$ cat config.mk
export PLATFORM = sky130hd
export DESIGN_NAME = frame_update_sched
export DESIGN_NICKNAME = d
export VERILOG_FILES = /design/src/rtl/frame_update_sched.sv
export SDC_FILE = /design/constraint.sdc
export NUM_CORES = 1
export LEC_CHECK = 0
export CORE_ASPECT_RATIO = 0.9
export CORE_MARGIN = 2
export CORE_UTILIZATION = 58
export CTS_CLUSTER_SIZE = 28
export DETAILED_ROUTE_END_ITERATION = 10
export GPL_ROUTABILITY_DRIVEN = 0
export PLACE_DENSITY = 0.86
export SYNTH_ARGS = -nofsm -noshare
export SYNTH_HDL_FRONTEND = slang
export SYNTH_SLANG_ARGS = --single-unit
$ cat constraint.sdc
create_clock -name clk -period 5.76 [get_ports clk]
set_input_delay 0.576 -clock clk [delete_from_list [all_inputs] [get_ports clk]]
set_output_delay 0.576 -clock clk [all_outputs]
set_load 0.05 [all_outputs]
$ cat src/rtl/frame_update_sched.sv
// Board-write scheduler: grants the line-clear, move and gravity-drop writers
// only inside vertical blanking, at most MAX_GRANTS per blanking interval.
module frame_update_sched #(
   parameter int MAX_GRANTS = 4,
   parameter int TIMEOUT    = 255,
   parameter int GRAV_W     = 6
) (
   input  logic              clk,
   input  logic              rst_n,
   input  logic              vblank,
   input  logic [GRAV_W-1:0] gravity_period,
   input  logic              req_clear,
   input  logic              req_move,
   input  logic              done,
   output logic              gnt_clear,
   output logic              gnt_move,
   output logic              gnt_drop,
   output logic              drop_pending,
   output logic              frame_start,
   output logic              timeout_err,
   output logic [15:0]       frame_cnt
);

   // state  | meaning
   // IDLE   | outside a blanking window (or budget spent); waits for vb_rise
   // ARB    | blanking active; picks the next writer if budget remains
   // GRANT  | one writer owns the board until done or timeout

   localparam int CNT_W = $clog2(MAX_GRANTS + 1);
   localparam int TMR_W = $clog2(TIMEOUT + 1);

   typedef enum logic [1:0] {ST_IDLE, ST_ARB, ST_GRANT} state_t;
   typedef enum logic [1:0] {OWN_NONE, OWN_CLEAR, OWN_MOVE, OWN_DROP} owner_t;

   state_t             state, state_nxt;
   owner_t             owner, owner_nxt;
   logic [CNT_W-1:0]   gcnt, gcnt_nxt;
   logic [TMR_W-1:0]   tmr, tmr_nxt;
   logic               prefer_drop, prefer_drop_nxt;
   logic               to_evt;
   logic               drop_done;

   logic               vb_s1, vb_s2, vb_s3;
   logic               vb_rise, vb_fall;
   logic [GRAV_W-1:0]  grav_cnt;
   logic [GRAV_W:0]    grav_sum;
   logic               grav_tick;

   // vblank synchroniser; rise/fall events are registered so they land
   // three cycles after the input edge
   always_ff @(posedge clk or negedge rst_n) begin
      if (!rst_n) begin
         vb_s1       <= 1'b0;
         vb_s2       <= 1'b0;
         vb_s3       <= 1'b0;
         vb_rise     <= 1'b0;
         vb_fall     <= 1'b0;
         frame_start <= 1'b0;
      end else begin
         vb_s1       <= vblank;
         vb_s2       <= vb_s1;
         vb_s3       <= vb_s2;
         vb_rise     <= vb_s2 & ~vb_s3;
         vb_fall     <= ~vb_s2 & vb_s3;
         frame_start <= vb_fall;
      end
   end

   always_ff @(posedge clk or negedge rst_n) begin
      if (!rst_n)
         frame_cnt <= '0;
      else if (vb_rise)
         frame_cnt <= frame_cnt + 16'd1;
   end

   assign grav_sum  = {1'b0, grav_cnt} + {{GRAV_W{1'b0}}, 1'b1};
   assign grav_tick = vb_rise && (gravity_period != '0) &&
                      (grav_sum >= {1'b0, gravity_period});

   always_ff @(posedge clk or negedge rst_n) begin
      if (!rst_n) begin
         grav_cnt <= '0;
      end else if (gravity_period == '0) begin
         grav_cnt <= '0;
      end else if (vb_rise) begin
         grav_cnt <= grav_tick ? '0 : grav_sum[GRAV_W-1:0];
      end
   end

   // a new tick beats a same-cycle drop completion
   always_ff @(posedge clk or negedge rst_n) begin
      if (!rst_n)
         drop_pending <= 1'b0;
      else if (grav_tick)
         drop_pending <= 1'b1;
      else if (drop_done)
         drop_pending <= 1'b0;
   end

   always_ff @(posedge clk or negedge rst_n) begin
      if (!rst_n) begin
         state       <= ST_IDLE;
         owner       <= OWN_NONE;
         gcnt        <= '0;
         tmr         <= '0;
         prefer_drop <= 1'b0;
         timeout_err <= 1'b0;
      end else begin
         state       <= state_nxt;
         owner       <= owner_nxt;
         gcnt        <= gcnt_nxt;
         tmr         <= tmr_nxt;
         prefer_drop <= prefer_drop_nxt;
         timeout_err <= to_evt;
      end
   end

   always_comb begin
      state_nxt       = state;
      owner_nxt       = owner;
      gcnt_nxt        = gcnt;
      tmr_nxt         = tmr;
      prefer_drop_nxt = prefer_drop;
      to_evt          = 1'b0;
      drop_done       = 1'b0;
      case (state)
         ST_IDLE: begin
            owner_nxt = OWN_NONE;
            if (vb_rise) begin
               gcnt_nxt  = '0;
               state_nxt = ST_ARB;
            end
         end
         ST_ARB: begin
            if (!vb_s3 || gcnt == CNT_W'(MAX_GRANTS)) begin
               state_nxt = ST_IDLE;
            end else if (req_clear || req_move || drop_pending) begin
               state_nxt = ST_GRANT;
               tmr_nxt   = TMR_W'(TIMEOUT - 1);
               if (req_clear)
                  owner_nxt = OWN_CLEAR;
               else if (req_move && (!drop_pending || !prefer_drop))
                  owner_nxt = OWN_MOVE;
               else
                  owner_nxt = OWN_DROP;
            end
         end
         ST_GRANT: begin
            if (done || tmr == '0) begin
               state_nxt = ST_ARB;
               owner_nxt = OWN_NONE;
               gcnt_nxt  = gcnt + {{(CNT_W-1){1'b0}}, 1'b1};
               to_evt    = ~done;
               drop_done = done && (owner == OWN_DROP);
               if (owner == OWN_MOVE)
                  prefer_drop_nxt = 1'b1;
               else if (owner == OWN_DROP)
                  prefer_drop_nxt = 1'b0;
            end else begin
               tmr_nxt = tmr - {{(TMR_W-1){1'b0}}, 1'b1};
            end
         end
         default: begin
            state_nxt = ST_IDLE;
            owner_nxt = OWN_NONE;
         end
      endcase
   end

   // owner is only non-NONE while in GRANT, so the grants are one-hot or zero
   assign gnt_clear = (owner == OWN_CLEAR);
   assign gnt_move  = (owner == OWN_MOVE);
   assign gnt_drop  = (owner == OWN_DROP);

endmodule
Word level (Yosys, flattened, before mapping)
Index checks and enable logic that the tools add are counted.

cells by class
  add/subtract/negate cells = 4
  $lt $le $gt $ge = 1
  eq/ne operators = 12
  muxes and demuxes = 29
  bitwise gates (word level) = 5
  reductions and logical operators = 26

operators by type and width
  cell                                                                    count
  8-bit two-way mux                                                       3
  6-bit two-way mux                                                       3
  16-bit by 1-bit adder with 16-bit output (second input constant)        1
  2-bit two-way mux                                                       8
  8-bit one-hot mux with 2 select lines                                   1
  3-bit AND reduction                                                     4
  2-bit inequality test (second input constant)                           5
  2-bit nonzero test                                                      5
  1-bit two-way mux                                                       9
  8-bit zero test                                                         1
  8-bit by 1-bit subtractor with 8-bit output (second input constant)     1
  6-bit by 1-bit adder with 7-bit output (second input constant)          1
  7-bit by 6-bit >= comparator with 1-bit output                          1
  2-bit equality test (second input constant)                             3
  6-bit zero test                                                         1
  3-bit two-way mux                                                       2
  2-bit one-hot mux with 3 select lines                                   1
  3-bit one-hot mux with 2 select lines                                   1
  6-bit nonzero test                                                      1
  1-bit logical OR                                                        5
  2-bit by 1-bit equality test with 1-bit output (second input constant)  2
  1-bit logical AND                                                       4
  2-bit one-hot mux with 2 select lines                                   1
  4-bit AND reduction                                                     1
  other kinds (7)                                                         12

word-level totals
  bits in registers = 46
  output and inout bits = 22
  logic and storage cells = 92

Longest topological paths before layout
Gate-level depths: netlist (run 1).

  depth after elaboration = 8
  gate-level depth with buffers = 9
  mapped depth without buffers = 9

Worst setup path before layout (run 1)
Ideal clock, no wire load.

  kind = register to register
  from = register grav_cnt[0]
  to = register drop_pending
  arrival = 1.907 ns
  data required time = 5.639 ns
  path slack = 3.732 ns
  cell stages (with the launch flop) = 8
  path buffers = 0
  cell sequence = dfrtp_1 > ha_1 > xor2_1 > ha_1 > a21o_1 > a31oi_1 > o21ai_0 > a22o_1

on the way
  longest elaborated chain between the ends = 4
  elaborated cells on any way between the ends = 5

ends and longest elaborated chain
  item                                                     RTL line  RTL
  start: declaration                                       45        logic [GRAV_W-1:0] grav_cnt;
  start signal: assignment                                 86        grav_cnt <= grav_tick ? '0 : grav_sum[GRAV_W-1:0];
  6-bit by 1-bit adder with 7-bit output *                 76        assign grav_sum = {1'b0, grav_cnt} + {{GRAV_W{1'b0}}, 1'b1};
  7-bit by 6-bit >= comparator with 1-bit output *         78        (grav_sum >= {1'b0, gravity_period});
  1-bit logical AND *                                      77        assign grav_tick = vb_rise && (gravity_period != '0) &&
  1-bit two-way mux or 2-bit nonzero test (tied branches)  n/a
  end signal: assignment                                   93        drop_pending <= 1'b0;
  end signal: assignment                                   95        drop_pending <= 1'b1;
  end signal: assignment                                   97        drop_pending <= 1'b0;
  end: declaration                                         18        output logic drop_pending,

Every way passes the cells marked *; elsewhere a longest branch is shown, timed or not.
A chain may end at the register's enable or synchronous reset.

Final worst setup path (run 1)
  from = register owner[0]
  to = output gnt_drop

on the way
  longest elaborated chain between the ends = 1

ends and longest elaborated chain
  item                      RTL line  RTL
  start: declaration        36        owner_t owner, owner_nxt;
  start signal: assignment  110       owner <= owner_nxt;
  2-bit equality test       173       assign gnt_drop = (owner == OWN_DROP);
  end: declaration          17        output logic gnt_drop,

No other way between the ends.

==> impl_metrics.py, run 1 <==
metrics = {
    "placement": {
        "hpwl_um": 3294,
        "portBuffers": 33,
        "post_dp_cell_area_um2": 2724,
    },
    "synth": {
        "synthXorXnorAreaFrac": 0.08537,
        "async_reset_ff_frac": 1.000,
        "synth_cell_type_count": 45,
        "syn_inst": 224,
        "syn_area_per_cell_um2": 10.53,
        "synth_enable_flop_cells": 0,
        "synthAdderAreaFrac": 0.06363,
        "synthMuxAreaShare": 0.02015,
        "yosys.area_share.simple": 0.1914,
        "syn-num-nets": 248,
        "synth_area_um2": 2360,
        "synth-compound-area-share": 0.1166,
        "ys_seq_elements": 46,
        "synth_top_family_by_area": "simple AND/OR/NAND/NOR gates",
        "yosysSeqAreaShare": 0.4878,
        "ys_warn_count": 0,
        "synth-main-ff-cell": "dfrtp_1",
    },
    "setup_path": {
        "crit_buf_inv": 1,
        "slowest_delay_ns": 0.82,
        "cp_slowest_cell": "clkdlybuf4s50_1",
        "critical_path_arrival_ns": 1.73,
        "worst_setup_path_end_kind": "output pin",
        "worst_path_dominant_cell_family": "buffers and inverters",
        "start_kind": "register",
        "cp_cell_sequence": "and2_1 > clkdlybuf4s50_1",
        "crit_required_ns": 5.18,
        "crit_type": "register to output pin",
        "critPathMaxFanout": 5,
    },
    "global_route": {
        "grt_use_total": 0.2152,
        "grt_pass1_wl_um": 7755,
        "grt_max_degree": 47,
        "grt_pass1_vias": 1733,
        "grt-ovfl-total": 0,
        "antenna_found_initial": 0,
    },
    "drt": {
        "postRouteAntennaNets": 0,
        "drc": 0,
        "vias_per_cell": 5.662,
        "dr.pass1.iters": 4,
        "drtIter0Drc": 89,
        "routed-via-count": 1744,
        "wl_per_cell_um": 14.39,
        "totalWireLength_um": 4431,
    },
    "sta": {
        "setup_viol": 0,
        "min_period_over_period": 0.3999,
        "relSlewSlack": 0.3469,
        "slew_violations": 0,
        "min_period_ns": 2.303,
        "worst_pin_slew_ns": 0.9796,
        "holdWs_ns": 0.3464,
        "final.setup_skew_ns": 0.007149,
        "rsz0062_at_grt": "false",
        "setup-tns-final_ns": 0,
        "hold_viol": 0,
        "fmax_ghz": 0.4342,
    },
    "cts": {
        "clk_latency_ns": 0.30,
        "cts_setup_buffers": 0,
        "clock_sinks": 46,
        "ctsResizeCount": 0,
        "clock-root-buffer": "clkbuf_8",
        "cts_buffers": 5,
        "cts_tree": "yes",
        "hold_buffers": 0,
        "cts.clk_slew.worst_paths_ns": 0.09,
        "htree_num_levels": 2,
        "clock_path_buffers": 2,
    },
    "final_layout": {
        "final_cell_mix": "46 x dfrtp_1, 32 x clkdlybuf4s50_1, 28 x nand2_1",
        "drive_gt1_frac": 0.08015,
        "areaGrowthSynthToFinish_pct": 20.25,
        "final_common_cell": "dfrtp_1",
        "antenna_cells": 0,
        "nets": 285,
        "fin_util": 0.7448,
        "final_area_um2": 2838,
    },
    "die": {
        "die_w_um": 71.24,
        "io_pins": 34,
        "design.die.area_um2": 4595,
        "num_rows": 21,
        "initial_core_util": 0.6194,
        "die_y_um": 64.51,
        "coreArea_um2": 3810,
    },
    "pwr": {
        "p_per_area_nw_per_um2": 387.9,
        "ir_drop_uv": 279.0,
        "p_leak_nw": 1.264,
    },
    "flow_run": {
        "max-cap-violations": 0,
    },
    "run_status": {
        "status": "completed",
    },
    "min_path": {
        "hold_class": "register to register",
    },
}
state kept, by name (all words and copies together) (netlist names), 2 cells and up:
register / flops
frame_cnt: 16
grav_cnt: 6
gcnt: 3
tmr: 8
owner: 2
state: 2
stage by stage:
step	setup slack [ns]	instances	total power [mW]
6_report	3.457	308	1.101
5_1_grt	3.239	308	1.170
4_1_cts	3.439	308	1.108
3_5_place_dp	3.328	300	0.8646
3_3_place_gp	3.363	300	0.8473
2_1_floorplan	3.732	224	0.7348
report_power, final:
part / total, mW / switching, mW / internal [mW] / leakage (nW)
clock network: 0.240 / 0.111 / 0.129 / 0.0504
logic: 0.388 / 0.231 / 0.156 / 0.643
registers: 0.473 / 0.0850 / 0.388 / 0.571
total: 1.10 / 0.428 / 0.673 / 1.26
worst paths after layout:
| check | start | cells past startpoint | end | slack [ns] |
|---|---|---|---|---|
| setup / recovery | owner[0] | 2 | gnt_drop | 3.46 |
| hold / removal | vb_fall | 0 | frame_start | 0.35 |
| setup reg to reg | grav_cnt[0] | 7 | grav_cnt[1] | 3.48 |
| hold reg to reg | vb_fall | 0 | frame_start | 0.35 |
| max in group asynchronous | rst_n | 1 | vb_s1 | 4.72 |
| min in group asynchronous | rst_n | 1 | frame_cnt[13] | 0.43 |
metal layers:
layer | GRT usage | part of all wire
met5 | 0 | 0
met4 | 0.08962 | 0.018
met3 | 0.04199 | 0.043
met2 | 0.3495 | 0.47
met1 | 0.2832 | 0.47
layout make-up:
class / count / area, um^2
inverters: 17 / 63.81
fillers: 266 / 972.2
clock inverters: 3 / 45.04
clock buffers: 5 / 68.82
well taps: 46 / 57.56
flip-flops and latches: 46 / 1151
multi-input cells: 158 / 1126
repair buffers: 33 / 325.3
cell usage after synthesis, types with 2 or more instances:
cell type  instances  area share
dfrtp_1           46        0.49
xnor2_1           14       0.052
nor2b_1            7       0.019
inv_1             17       0.027
nor3_1             3      0.0064
a21boi_0           2      0.0064
a22o_1             4       0.015
nor2_1             8       0.013
or3_1              2      0.0053
o21ai_0            6       0.013
nand2b_1           6       0.016
nand3_1           14       0.030
nor3b_1            2      0.0064
and3_1             3      0.0080
and4_1             2      0.0074
nand4_1            2      0.0053
mux2_2             2      0.0095
o211ai_1           4       0.013
clkbuf_1           2      0.0032
a21oi_1            3      0.0064
xor2_1             9       0.033
o2111ai_1          5       0.019
ha_1              12       0.064
nand2_1           28       0.045
worst register-to-register path, stage by stage, from the launching register on:
cell and delay (ns):
dfrtp_1 0.45, ha_1 0.30, xor2_1 0.19, ha_1 0.30, a21o_1 0.18, a31oi_1 0.33
o211ai_1 0.24, o21ai_0 0.22
kinds of logic (layout without fill, tap and decap cells):
kind of cell	count (synthesis)	after routing
buf+inv	20	58
flops	46	46
compound gates	35	35
mux	4	4
simple gates	84	84
xor+xnor	23	23
fa+ha+maj	12	12
Power figures use the tool's default switching activity.
==> run 2, diff against run 1 <==
--- a/config.mk
+++ b/config.mk
@@ -7,11 +7,11 @@
 export LEC_CHECK = 0
 export CORE_ASPECT_RATIO = 0.9
 export CORE_MARGIN = 2
-export CORE_UTILIZATION = 58
+export CORE_UTILIZATION = 49
 export CTS_CLUSTER_SIZE = 28
 export DETAILED_ROUTE_END_ITERATION = 10
 export GPL_ROUTABILITY_DRIVEN = 0
-export PLACE_DENSITY = 0.86
+export PLACE_DENSITY = 0.78
 export SYNTH_ARGS = -nofsm -noshare
 export SYNTH_HDL_FRONTEND = slang
 export SYNTH_SLANG_ARGS = --single-unit
==> constraint.sdc (replaced) <==
create_clock -name clk -period 1.9 [get_ports clk]
set_input_delay 0.19 -clock clk [delete_from_list [all_inputs] [get_ports clk]]
set_output_delay 0.19 -clock clk [all_outputs]
set_load 0.05 [all_outputs]
==> impl_metrics.py, run 2 (same netlist as run 1, synthesis figures left out) <==
metrics = {
    "run_status": {
        "status": "complete, but fails checks",
        "violations": "negative setup slack",
    },
    "cts": {
        "cts_buffers": 5,
        "cts.clk_slew.worst_paths_ns": 0.09,
        "htree_num_levels": 2,
        "clock_sinks": 46,
        "cts_tree": "yes",
        "clock-root-buffer": "clkbuf_8",
        "clk_latency_ns": 0.31,
        "clock_path_buffers": 2,
    },
    "final_layout": {
        "largest_reg_flops": 16,
        "nets": 312,
        "antenna_cells": 0,
        "fin_util": 0.6926,
        "reg.largest.list": "frame_cnt: 16 flops, tmr: 8 flops, grav_cnt: 6 flops",
        "final_common_cell": "dfrtp_1",
        "areaGrowthSynthToFinish_pct": 33.46,
        "final_cells": 351,
        "final_cell_mix": "46 x dfrtp_1, 30 x clkdlybuf4s50_1, 28 x nand2_1, 28 x buf_4, 17 x inv_1",
        "regMostFlops": "frame_cnt",
        "drive_gt1_frac": 0.2042,
    },
    "setup_path": {
        "worst_path_dominant_cell_family": "compound AO/OA/AOI/OAI gates",
        "slowest_delay_ns": 0.42,
        "critical_path_arrival_ns": 2.22,
        "critPathMaxFanout": 4,
        "crit_top_cell": "o211ai_1",
        "start_kind": "register",
        "worst_setup_path_end_kind": "register",
        "cp_slowest_cell": "dfrtp_1",
        "crit_type": "register to register",
        "crit_buf_inv": 0,
        "crit_required_ns": 2.13,
        "cp_cell_sequence": "ha_4 > nand3_4 > xnor2_2 > ha_1 > a21oi_2 > o221a_4 > o211ai_1 > o211ai_1",
        "timing.rr.start": "grav_cnt[0]",
        "critPathLaunch": "grav_cnt[0]",
    },
    "placement": {
        "hpwl_um": 3641,
        "dp_cells": 338,
        "portBuffers": 33,
        "pre_cts_slack_ns": -0.1430,
    },
    "sta": {
        "min_period_over_period": 1.050,
        "setup_ws_ns": -0.09568,
        "relSlewSlack": 0.6122,
        "fmax_ghz": 0.5011,
        "hold_viol": 0,
        "slew_violations": 0,
        "final.setup_skew_ns": 0.007204,
        "setup_viol": 7,
        "rsz0062_at_grt": "true",
        "min_period_ns": 1.996,
        "worst_pin_slew_ns": 0.5765,
    },
    "min_path": {
        "hold_class": "input port to register",
        "hp-start": "vblank",
    },
    "drt": {
        "routed-via-count": 1877,
        "wl_per_cell_um": 14.34,
        "totalWireLength_um": 5033,
        "drc": 0,
        "postRouteAntennaNets": 0,
        "drtIter0Drc": 137,
        "vias_per_cell": 5.348,
        "dr.pass1.iters": 4,
    },
    "global_route": {
        "grt-ovfl-total": 0,
        "grt_max_degree": 22,
        "grt_pass1_vias": 1917,
        "grt_use_total": 0.2027,
        "antenna_found_initial": 0,
        "grt_pass1_wl_um": 8680,
    },
    "die": {
        "initial_core_util": 0.5190,
        "die_y_um": 69.84,
        "num_rows": 23,
        "die_w_um": 77.15,
        "coreArea_um2": 4547,
        "io_pins": 34,
        "design.die.area_um2": 5388,
    },
    "pwr": {
        "combPwrFrac": 0.411,
        "total_power_mw": 3.654,
        "p_per_area_nw_per_um2": 1160,
        "p_leak_nw": 1.428,
        "ir_drop_uv": 650.3,
        "clkPwrFrac": 0.203,
        "seq_power_share": 0.386,
        "p_int_mw": 2.240,
        "p_sw_mw": 1.414,
        "swShare": 0.3869,
    },
    "flow_run": {
        "max-cap-violations": 0,
    },
}
[run 2: cell count changes in the layout (fill, tap and decap cells not counted), sizes merged]
cell / delta
clkdlybuf4s50: -2
dlygate4sd3: +1
buf: +28
clkinvlp: -2
inv: +1
clkinv: +1
[run 2: cell type report]
class | instances | area [um^2]
well taps | 62 | 77.57
clock buffers | 5 | 68.82
flip-flops and latches | 46 | 1151
inverters | 17 | 63.81
clock inverters | 3 | 43.79
multi-input cells | 158 | 1219
fillers | 374 | 1398
repair buffers | 60 | 525.5
[run 2: worst register-to-register path: stages (launching register included)]
cell	delay, ns
dfrtp_1	0.42
ha_4	0.20
nand3_4	0.08
xnor2_2	0.15
ha_1	0.31
a21oi_2	0.14
o221a_4	0.22
o211ai_1	0.17
o211ai_1	0.23
[run 2: routing by layer]
layer	part of all wire	global-route usage	vias up
li1	-	-	906
met1	0.45	0.2555	929
met2	0.50	0.3449	36
met3	0.046	0.05469	6
met4	0.0095	0.05357	0
met5	0	0	-
[run 2: power groups by stage]
stage	logic, mW	clock network (mW)	registers (mW)
floorplan	0.669	0	1.63
global placement	1.35	0	1.41
detailed placement	1.39	0	1.42
CTS	1.45	0.768	1.40
global route	1.62	0.807	1.44
finish	1.50	0.744	1.41
[run 2: worst paths after layout]
check,cells after the start,end,slack [ns]
max,8,grav_cnt[2],-0.1
min,1,vb_s1,0.33
max reg2reg,8,grav_cnt[2],-0.1
min reg2reg,0,vb_s2,0.35
max in group asynchronous,3,tmr[6],0.97
min in group asynchronous,2,frame_cnt[4],0.35
[run 2: per-stage QoR]
step	area (um^2)	hold WS, ns	setup TNS [ns]
final	3149	0.3330	-0.3439
after global routing	3149	0.3206	-1.034
after CTS	3100	0.3213	-0.3020
after detailed placement	2932	0.1698	-0.5275
after global placement	2932	0.1602	0
after floorplan	2387	-0.1056	0
[run 2: what timing repair did]
action	CTS	global route
setup endpoints to repair	5	9
endpoints found under the hold margin	19	0
hold buffers	1	0
gates resized for setup	5	8
setup buffers	3	1
pin swaps	3	7
